[src/rtl/mmcm_drp_if.sv]
// DRP bus between the reconfiguration sequencer (master) and the MMCM DRP port (slave).
interface mmcm_drp_if;
    logic        den_o;
    logic        dwe_o;
    logic [6:0]  daddr_o;
    logic [15:0] di_o;
    logic [15:0] do_i;
    logic        drdy_i;

    modport master (output den_o, dwe_o, daddr_o, di_o, input do_i, drdy_i);
    modport slave  (input den_o, dwe_o, daddr_o, di_o, output do_i, drdy_i);
endinterface

[src/rtl/mmcm_drp_sequencer.sv]
// MMCM reconfiguration: holds the MMCM in reset, read-modify-writes NUM_REGS DRP
// registers from an external table, releases reset and waits for a stable lock.
module mmcm_drp_sequencer #(
    parameter int NUM_REGS     = 4,
    parameter int DRP_TIMEOUT  = 255,
    parameter int LOCK_TIMEOUT = 40000
) (
    input  logic              clk160_o,
    input  logic              reset_in,
    input  logic              start_i,
    output logic [3:0]        tbl_idx_o,
    input  logic [6:0]        tbl_addr_i,
    input  logic [15:0]       tbl_mask_i,
    input  logic [15:0]       tbl_data_i,
    mmcm_drp_if.master        drp,
    output logic              mmcm_rst_o,
    input  logic              locked_i,
    output logic              busy_o,
    output logic              done_o,
    output logic              error_o
);
    localparam int CNT_MAX = (LOCK_TIMEOUT > DRP_TIMEOUT) ? LOCK_TIMEOUT : DRP_TIMEOUT;
    localparam int CW      = $clog2(CNT_MAX + 1);
    localparam logic [CW-1:0] DRP_LAST  = CW'(DRP_TIMEOUT - 1);
    localparam logic [CW-1:0] LOCK_LAST = CW'(LOCK_TIMEOUT - 1);
    localparam logic [3:0]    IDX_LAST  = 4'(NUM_REGS - 1);

    typedef enum logic [3:0] {
        IDLE, RST_ASSERT, RD_REQ, RD_WAIT, WR_REQ, WR_WAIT, NEXT, LOCK_WAIT, DONE, ERROR
    } state_t;

    state_t        r_state, w_next;
    logic [CW-1:0] r_cnt;
    logic [1:0]    r_hi;
    logic [15:0]   r_rmw;
    logic [3:0]    r_idx;
    logic          r_err;
    logic          w_accept, w_capture, w_idx_inc;

    always_ff @(posedge clk160_o or posedge reset_in) begin
        if (reset_in) r_state <= IDLE;
        else          r_state <= w_next;
    end

    always_comb begin
        w_next       = r_state;
        w_accept     = 1'b0;
        w_capture    = 1'b0;
        w_idx_inc    = 1'b0;
        drp.den_o    = 1'b0;
        drp.dwe_o    = 1'b0;
        drp.daddr_o  = '0;
        drp.di_o     = '0;
        mmcm_rst_o   = 1'b0;
        done_o       = 1'b0;
        busy_o       = (r_state != IDLE);
        case (r_state)
            IDLE: if (start_i) begin
                w_accept = 1'b1;
                w_next   = RST_ASSERT;
            end
            RST_ASSERT: begin
                mmcm_rst_o = 1'b1;
                w_next     = RD_REQ;
            end
            RD_REQ: begin
                mmcm_rst_o  = 1'b1;
                drp.den_o   = 1'b1;
                drp.daddr_o = tbl_addr_i;
                w_next      = RD_WAIT;
            end
            // drdy_i on the final counted cycle still completes the access
            RD_WAIT: begin
                mmcm_rst_o = 1'b1;
                if (drp.drdy_i) begin
                    w_capture = 1'b1;
                    w_next    = WR_REQ;
                end else if (r_cnt == DRP_LAST) w_next = ERROR;
            end
            WR_REQ: begin
                mmcm_rst_o  = 1'b1;
                drp.den_o   = 1'b1;
                drp.dwe_o   = 1'b1;
                drp.daddr_o = tbl_addr_i;
                drp.di_o    = r_rmw;
                w_next      = WR_WAIT;
            end
            WR_WAIT: begin
                mmcm_rst_o = 1'b1;
                if (drp.drdy_i)              w_next = NEXT;
                else if (r_cnt == DRP_LAST)  w_next = ERROR;
            end
            NEXT: begin
                mmcm_rst_o = 1'b1;
                if (r_idx < IDX_LAST) begin
                    w_idx_inc = 1'b1;
                    w_next    = RD_REQ;
                end else w_next = LOCK_WAIT;
            end
            LOCK_WAIT: begin
                if (locked_i && r_hi == 2'd3)  w_next = DONE;
                else if (r_cnt == LOCK_LAST)   w_next = ERROR;
            end
            DONE: begin
                done_o = 1'b1;
                w_next = IDLE;
            end
            ERROR:   w_next = IDLE;
            default: w_next = IDLE;
        endcase
    end

    // r_cnt counts cycles spent in the current state; it restarts on every transition
    always_ff @(posedge clk160_o or posedge reset_in) begin
        if (reset_in) begin
            r_cnt <= '0;
            r_hi  <= '0;
            r_rmw <= '0;
            r_idx <= '0;
            r_err <= 1'b0;
        end else begin
            r_cnt <= (w_next != r_state || r_state == IDLE) ? '0 : r_cnt + 1'b1;
            r_hi  <= (r_state == LOCK_WAIT && locked_i) ? r_hi + 2'd1 : 2'd0;
            if (w_capture) r_rmw <= (drp.do_i & tbl_mask_i) | tbl_data_i;
            if (w_accept) begin
                r_idx <= '0;
                r_err <= 1'b0;
            end else begin
                if (w_idx_inc) r_idx <= r_idx + 4'd1;
                if (w_next == ERROR && r_state != ERROR) r_err <= 1'b1;
            end
        end
    end

    assign tbl_idx_o = r_idx;
    assign error_o   = r_err;
endmodule

[src/flat_wrapper.sv]
// flat-port wrapper written by rule: the top's interface ports become plain ports
module mmcm_drp_sequencer_flat 
#(
    parameter int NUM_REGS     = 4,
    parameter int DRP_TIMEOUT  = 255,
    parameter int LOCK_TIMEOUT = 40000
)
  (clk160_o, reset_in, start_i, tbl_idx_o, tbl_addr_i, tbl_mask_i, tbl_data_i, mmcm_rst_o, locked_i, busy_o, done_o, error_o, drp_den_o, drp_dwe_o, drp_daddr_o, drp_di_o, drp_do_i, drp_drdy_i);
  mmcm_drp_if drp_i ();
  input  logic clk160_o;
  input  logic reset_in;
  input  logic start_i;
  output logic [3:0] tbl_idx_o;
  input  logic [6:0] tbl_addr_i;
  input  logic [15:0] tbl_mask_i;
  input  logic [15:0] tbl_data_i;
  output logic mmcm_rst_o;
  input  logic locked_i;
  output logic busy_o;
  output logic done_o;
  output logic error_o;
  output wire logic [$bits(drp_i.den_o)-1:0] drp_den_o;
  output wire logic [$bits(drp_i.dwe_o)-1:0] drp_dwe_o;
  output wire logic [$bits(drp_i.daddr_o)-1:0] drp_daddr_o;
  output wire logic [$bits(drp_i.di_o)-1:0] drp_di_o;
  input wire logic [$bits(drp_i.do_i)-1:0] drp_do_i;
  input wire logic [$bits(drp_i.drdy_i)-1:0] drp_drdy_i;
  assign drp_den_o = drp_i.den_o;
  assign drp_dwe_o = drp_i.dwe_o;
  assign drp_daddr_o = drp_i.daddr_o;
  assign drp_di_o = drp_i.di_o;
  assign drp_i.do_i = drp_do_i;
  assign drp_i.drdy_i = drp_drdy_i;
  mmcm_drp_sequencer #(.NUM_REGS(NUM_REGS), .DRP_TIMEOUT(DRP_TIMEOUT), .LOCK_TIMEOUT(LOCK_TIMEOUT)) u_core (.clk160_o(clk160_o), .reset_in(reset_in), .start_i(start_i), .tbl_idx_o(tbl_idx_o), .tbl_addr_i(tbl_addr_i), .tbl_mask_i(tbl_mask_i), .tbl_data_i(tbl_data_i), .drp(drp_i), .mmcm_rst_o(mmcm_rst_o), .locked_i(locked_i), .busy_o(busy_o), .done_o(done_o), .error_o(error_o));
endmodule
[config.mk]
export PLATFORM = sky130hd
export DESIGN_NAME = mmcm_drp_sequencer_flat
export DESIGN_NICKNAME = d
export VERILOG_FILES = /design/src/rtl/mmcm_drp_if.sv /design/src/rtl/mmcm_drp_sequencer.sv /design/src/flat_wrapper.sv
export SDC_FILE = /design/constraint.sdc
export NUM_CORES = 1
export LEC_CHECK = 0
export BUFFER_PORTS_ARGS = -buffer_cell sky130_fd_sc_hd__buf_2
export CORE_ASPECT_RATIO = 0.6
export CORE_MARGIN = 4
export CORE_UTILIZATION = 53
export DETAILED_ROUTE_END_ITERATION = 10
export PLACE_DENSITY = 0.87
export SLEW_MARGIN = 20
export SYNTH_ARGS = -nofsm -noshare
export SYNTH_HDL_FRONTEND = slang
export SYNTH_SLANG_ARGS = --single-unit
export TNS_END_PERCENT = 10
[constraint.sdc]
create_clock -name clk160_o -period 4.6 [get_ports clk160_o]
set_input_delay 0.46 -clock clk160_o [delete_from_list [all_inputs] [get_ports clk160_o]]
set_output_delay 0.46 -clock clk160_o [all_outputs]
set_load 0.005 [all_outputs]
; Word-level counts from Yosys, hierarchy flattened
; Cells that the tools add are included.
[op_classes]
muxes = 26
n_lt_le_gt_ge = 1
n_addsub = 3
n_eq_ne = 14
bitwise_logic = 2
reduce_logical = 10
[op_table]
columns = op, count
row1 = $mux 16, 2
row2 = $mux 4, 8
row3 = $pmux 4 s8, 1
row4 = $add 16x1->16 const B, 1
row5 = $and 16x16->16, 1
row6 = $eq 16x16->1 const B, 1
row7 = $eq 16x8->1 const B, 1
row8 = $eq 4x3->1 const B, 4
row9 = $or 16x16->16, 1
row10 = $mux 1, 12
row11 = $eq 4x2->1 const B, 2
row12 = $eq 4x4->1 const B, 2
row13 = $mux 7, 1
row14 = $reduce_or 6->1, 1
row15 = $add 4x1->4 const B, 1
row16 = $eq 4x1->1 const B, 1
row17 = $logic_not 4->1, 1
row18 = $lt 4x2->1 const B, 1
row19 = $ne 4x4->1, 1
row20 = $ne 4x4->1 const B, 1
row21 = $reduce_bool 2->1, 2
row22 = $reduce_bool 4->1, 1
row23 = $logic_and 1x1->1, 3
row24 = $mux 3, 1
row25 = 5 further kinds, 5
[totals]
inputBits = 60
output_inout_bits = 33
wordCells = 62
regBits = 43

; Longest topological paths before layout
[depth]
word_depth = 8
ltp_mapped = 8
depth_no_buf = 7

; Least setup slack after synthesis
; Ideal clock, no wire load.
[synth_timing]
path_kind = register -> register
from = reg u_core.r_cnt[0]
to = reg u_core.r_cnt[10]
stages_incl_launch_ff = 9
required_time_ns = 4.462
arrival_ns = 1.741
synth_period_minus_slack_ns = 1.879
setup_ns = 0.138
setup_slack_ns = 2.721
path_cell_list = dfrtp_1 -> inv_1 -> ha_1 -> nand2b_1 -> nor4_1 -> a31oi_1 -> o31ai_4 -> buf_6 -> nor4_1
[synth_between]
elab_chain_cells = 7
elab_cells_between_ends = 12
[synth_lines]
columns = item, line
row1 = from (decl), mmcm_drp_sequencer.sv:33  ; logic [CW-1:0] r_cnt;
row2 = from (signal assigned), mmcm_drp_sequencer.sv:122  ; r_cnt <= (w_next != r_state || r_state == IDLE) ? '0 : r_cnt + 1'b1;
row3 = $eq 16x16->1 / $eq 16x8->1 (equally long branches), "mmcm_drp_sequencer.sv:102, mmcm_drp_sequencer.sv:78, mmcm_drp_sequencer.sv:91"
row4 = "$mux 4, on equally long branches", "mmcm_drp_sequencer.sv:102, mmcm_drp_sequencer.sv:78, mmcm_drp_sequencer.sv:91"
row5 = "$mux 4, on equally long branches", "mmcm_drp_sequencer.sv:101, mmcm_drp_sequencer.sv:90, mmcm_drp_sequencer.sv:75"
row6 = $pmux 4 s8, mmcm_drp_sequencer.sv:57  ; case (r_state)
row7 = $ne 4x4->1, mmcm_drp_sequencer.sv:122
row8 = $logic_or 1x1->1, mmcm_drp_sequencer.sv:122
row9 = $mux 16 *, mmcm_drp_sequencer.sv:122
; Every way passes the cells marked *; elsewhere a longest branch is shown, timed or not.
; A chain may end at the register's enable or synchronous reset.

; Final worst setup path
[layout_timing]
from = reg u_core.r_state[1]
to = out drp_di_o[8]
[layout_between]
elab_chain_cells = 2
[layout_lines]
columns = item, line
row1 = from (decl), mmcm_drp_sequencer.sv:32  ; state_t r_state, w_next;
row2 = from (signal assigned), mmcm_drp_sequencer.sv:42  ; else r_state <= w_next;
row3 = $eq 4x3->1, mmcm_drp_sequencer.sv:57
row4 = $mux 16, mmcm_drp_sequencer.sv:57
row5 = to (decl), flat_wrapper.sv:25  ; output wire logic [$bits(drp_i.di_o)-1:0] drp_di_o;
; Every way passes these cells.

==> results.tsv <==
stage	metric	value	unit
outcome	status	finished clean	
detailed_routing	antenna viol nets, final	0	
placed_design	GP Congestion	0.886	
power	switching share of power	38.0	%
sta	final hold violations	0	
finish	fin cells	411	
power	Lkg Pwr	1.48	nW
sta	clk_skew	3.67	ps
critical_path	Crit path required time	4140	ps
critical_path	Worst setup EP type	output pin	
logic_synthesis	top cell type's share of synthesized area	44.8	%
finish	Area growth syn-to-layout	24.6	%
power	internal power	858	uW
logic_synthesis	YS warnings	0	
detailed_routing	DR WL/cell	13.8	um
logic_synthesis	count leader, synth	dfrtp_1	
detailed_routing	wire length on met3	368	um
global_route	grt total ovfl	0	
clock_network	CTS resizes	0	
detailed_routing	DR DRC count	0	
finish	share of cells above drive strength 1	31.1	%
logic_synthesis	Yosys cell types	47	
power	VDD IR-drop max	0.230	mV
critical_path	Buf/Inv on CP	1	
finish	Nets	415	
detailed_routing	detailed-route via count	2228	
logic_synthesis	area leader, netlist	dfrtp_1	
finish	diode count	0	
critical_path	Critical Path AT	2070	ps
sta	max frequency	396	MHz
power	PnR Total Power	1.38	mW
global_route	number of global-route vias before repair	2068	
sta	Final setup viols	0	
floorplanning	initial core utilization	56.7	%
detailed_routing	met2 wire length	2.69	mm
logic_synthesis	Synth Cell Area	2400	um^2
placed_design	placed cell area	2890	um^2
clock_network	H-tree depth	2	
critical_path	worst r2r path cells	5	
logic_synthesis	Post-synth EDFFs	0	
clock_network	CTS Hold Bufs	0	
power	Flop pwr share	41.4	%
finish	Final Cell Area	2990	um^2
sta	unrepaired setup endpoints after global routing	false	
detailed_routing	via/cell ratio	5.42	
placed_design	Placed Cells	404	
critical_path	Critical R2R Capture	u_core.r_cnt[5]$_DFF_PP0_	
power	Clk pwr share	20.4	%
detailed_routing	WL final	5.66	mm
logic_synthesis	Async S/R FF share, synth	100	%
logic_synthesis	synthesized flop and latch total	43	
global_route	initial antenna violation count	0	
detailed_routing	First-pass DRT Iterations	5	
flow_run	maxcap violations	0	
critical_path	CP top delay family	simple AND/OR/NAND/NOR gates	
critical_path	crit path max fanout	19	
sta	hold_ws	279	ps
logic_synthesis	most frequent cells after synthesis	dfrtp_1 (43), a21oi_1 (33), nor2_1 (32), and3_1 (20), nor4_1 (16)	
sta	Tmin final	2530	ps
critical_path	reg-to-reg startpoint	u_core.r_state[3]$_DFF_PP0_	
clock_network	CTS clk-pin slew, worst paths	80	ps
floorplanning	Placement Rows	18	
detailed_routing	number of DRC markers in iteration 0	144	
power	Sw Pwr	527	uW
clock_network	clock sink count	43	
sta	setup_tns	0	ps
sta	Final WS setup	2070	ps
worst_hold_path	HP Class	input port to asynchronous set/reset pin	
detailed_routing	DR top layer	met4	
clock_network	Setup Buffers After CTS	0	
logic_synthesis	register area share after synthesis	44.8	%
floorplanning	IO Pins	93	
logic_synthesis	synthesized area per cell	9.09	um^2
finish	fillers	349	
floorplanning	core area	4230	um^2
power	Comb power frac	38.2	%
global_route	first-pass GRT wire length	9.33	mm
sta	relative slew slack	37.4	%
power	Pwr Density	463	nW/um^2
logic_synthesis	Syn Nets	328	
floorplanning	Die X	94.9	um
clock_network	CTS Buffer Depth	2	
sta	Pins Over Slew Limit	0	
logic_synthesis	primary flip-flop cell chosen by synthesis mapping	dfrtp_1	
placed_design	hpwl dp	4.33	mm
global_route	total track usage	21.0	%
placed_design	Post-Place Worst Slack	2240	ps
clock_network	Num CTS Buffers	5	
critical_path	CP max stage delay	810	ps
detailed_routing	M1 wire length	2.55	mm
placed_design	port bufs	92	
critical_path	Startpoint Class	flop	
logic_synthesis	Area contributors post-synth	dfrtp_1 (45%), a21oi_1 (6.9%), and3_1 (5.2%), nor2_1 (5.0%), xnor2_1 (4.7%)	
critical_path	R2R Setup Slk	2220	ps
critical_path	CP Cell Sequence	nor2_1, and3_1, buf_2	
sta	post-route clock period utilization	54.9	%
finish	Core Util, Final	70.6	%
sta	measured slew at the worst slew-check pin	936	ps
floorplanning	Die H	60.1	um
clock_network	Root Driver	clkbuf_8	
clock_network	CTS tree	yes	
critical_path	Setup Crit Path Kind	flop to output pin	
logic_synthesis	Syn Inst Count	264	
floorplanning	die footprint	5700	um^2
critical_path	CP max-delay cell	nor2_1	
global_route	largest net degree at the start of global routing	44	
clock_network	Worst-Skew Late Latency	290	ps
==> layer usage <==
| metal | global-route usage (%) | vias to the layer above |
|---|---|---|
| li1 | - | 1117 |
| met3 | 4.53 | 7 |
| met4 | 4.31 | 0 |
| met1 | 27.5 | 1042 |
| met5 | 0 | - |
| met2 | 36.3 | 62 |
==> layout make-up <==
cell class | count | area [um^2] | share of cell area [%]
Inverter | 6 | 22.5 | 0.753
Multi-Input combinational cell | 201 | 1240 | 41.4
Timing Repair Buffer | 94 | 475 | 15.9
Sequential cell | 43 | 1080 | 36.0
Tap cell | 60 | 75.1 | 2.51
Clock buffer | 6 | 72.6 | 2.43
Clock inverter | 1 | 30.0 | 1.00
==> tightest hold or removal path, cell delays in order <==
cell and delay (ps):
buf_2 90, inv_1 40, buf_4 430
==> registers in the layout (all words and copies together) (netlist names) <==
name / cells
u_core.error_o: 1
u_core.r_hi: 2
u_core.tbl_idx_o: 4
u_core.r_rmw: 16
u_core.r_state: 4
u_core.r_cnt: 16
==> worst max-delay path by stage <==
stage	startpoint	end	depth (start not counted)
after detailed placement	u_core.r_state[3]$_DFF_PP0_	u_core.r_cnt[10]$_DFF_PP0_	5
final	u_core.r_state[1]$_DFF_PP0_	drp_di_o[8]	3
after floorplan	u_core.r_cnt[0]$_DFF_PP0_	u_core.r_cnt[10]$_DFF_PP0_	8
after global placement	u_core.r_state[3]$_DFF_PP0_	u_core.r_cnt[14]$_DFF_PP0_	5
after global routing	u_core.r_state[0]$_DFF_PP0_	drp_di_o[8]	3
after CTS	u_core.r_state[0]$_DFF_PP0_	drp_di_o[8]	3
==> cell usage in the layout, fill, tap and decap left out, types with 5 or more instances in the layout <==
master	instances
nor2_1	32
buf_2	92
clkbuf_8	5
dfrtp_1	43
and2_1	8
inv_1	6
xnor2_1	13
a21oi_1	33
nand2_1	13
nor3_1	8
nor4_1	16
nand3_1	9
and3_1	20
==> logic make-up after synthesis <==
family / synth area share (%)
flip-flops: 44.8
adder cells (fa/ha/maj): 2.09
AO/OA/AOI/OAI: 12.5
buffers and inverters: 3.81
AND/OR/NAND/NOR: 30.1
multiplexers: 0.834
XOR/XNOR: 5.84
==> power by group through the flow <==
stage          registers (mW)  clock network (mW)  logic (mW)
2_1_floorplan           0.520                   0       0.435
5_1_grt                 0.593               0.304       0.598
4_1_cts                 0.572               0.287       0.533
6_report                0.573               0.282       0.529
3_3_place_gp            0.575                   0       0.513
3_5_place_dp            0.579                   0       0.531
(Power assumes the default switching activity.)
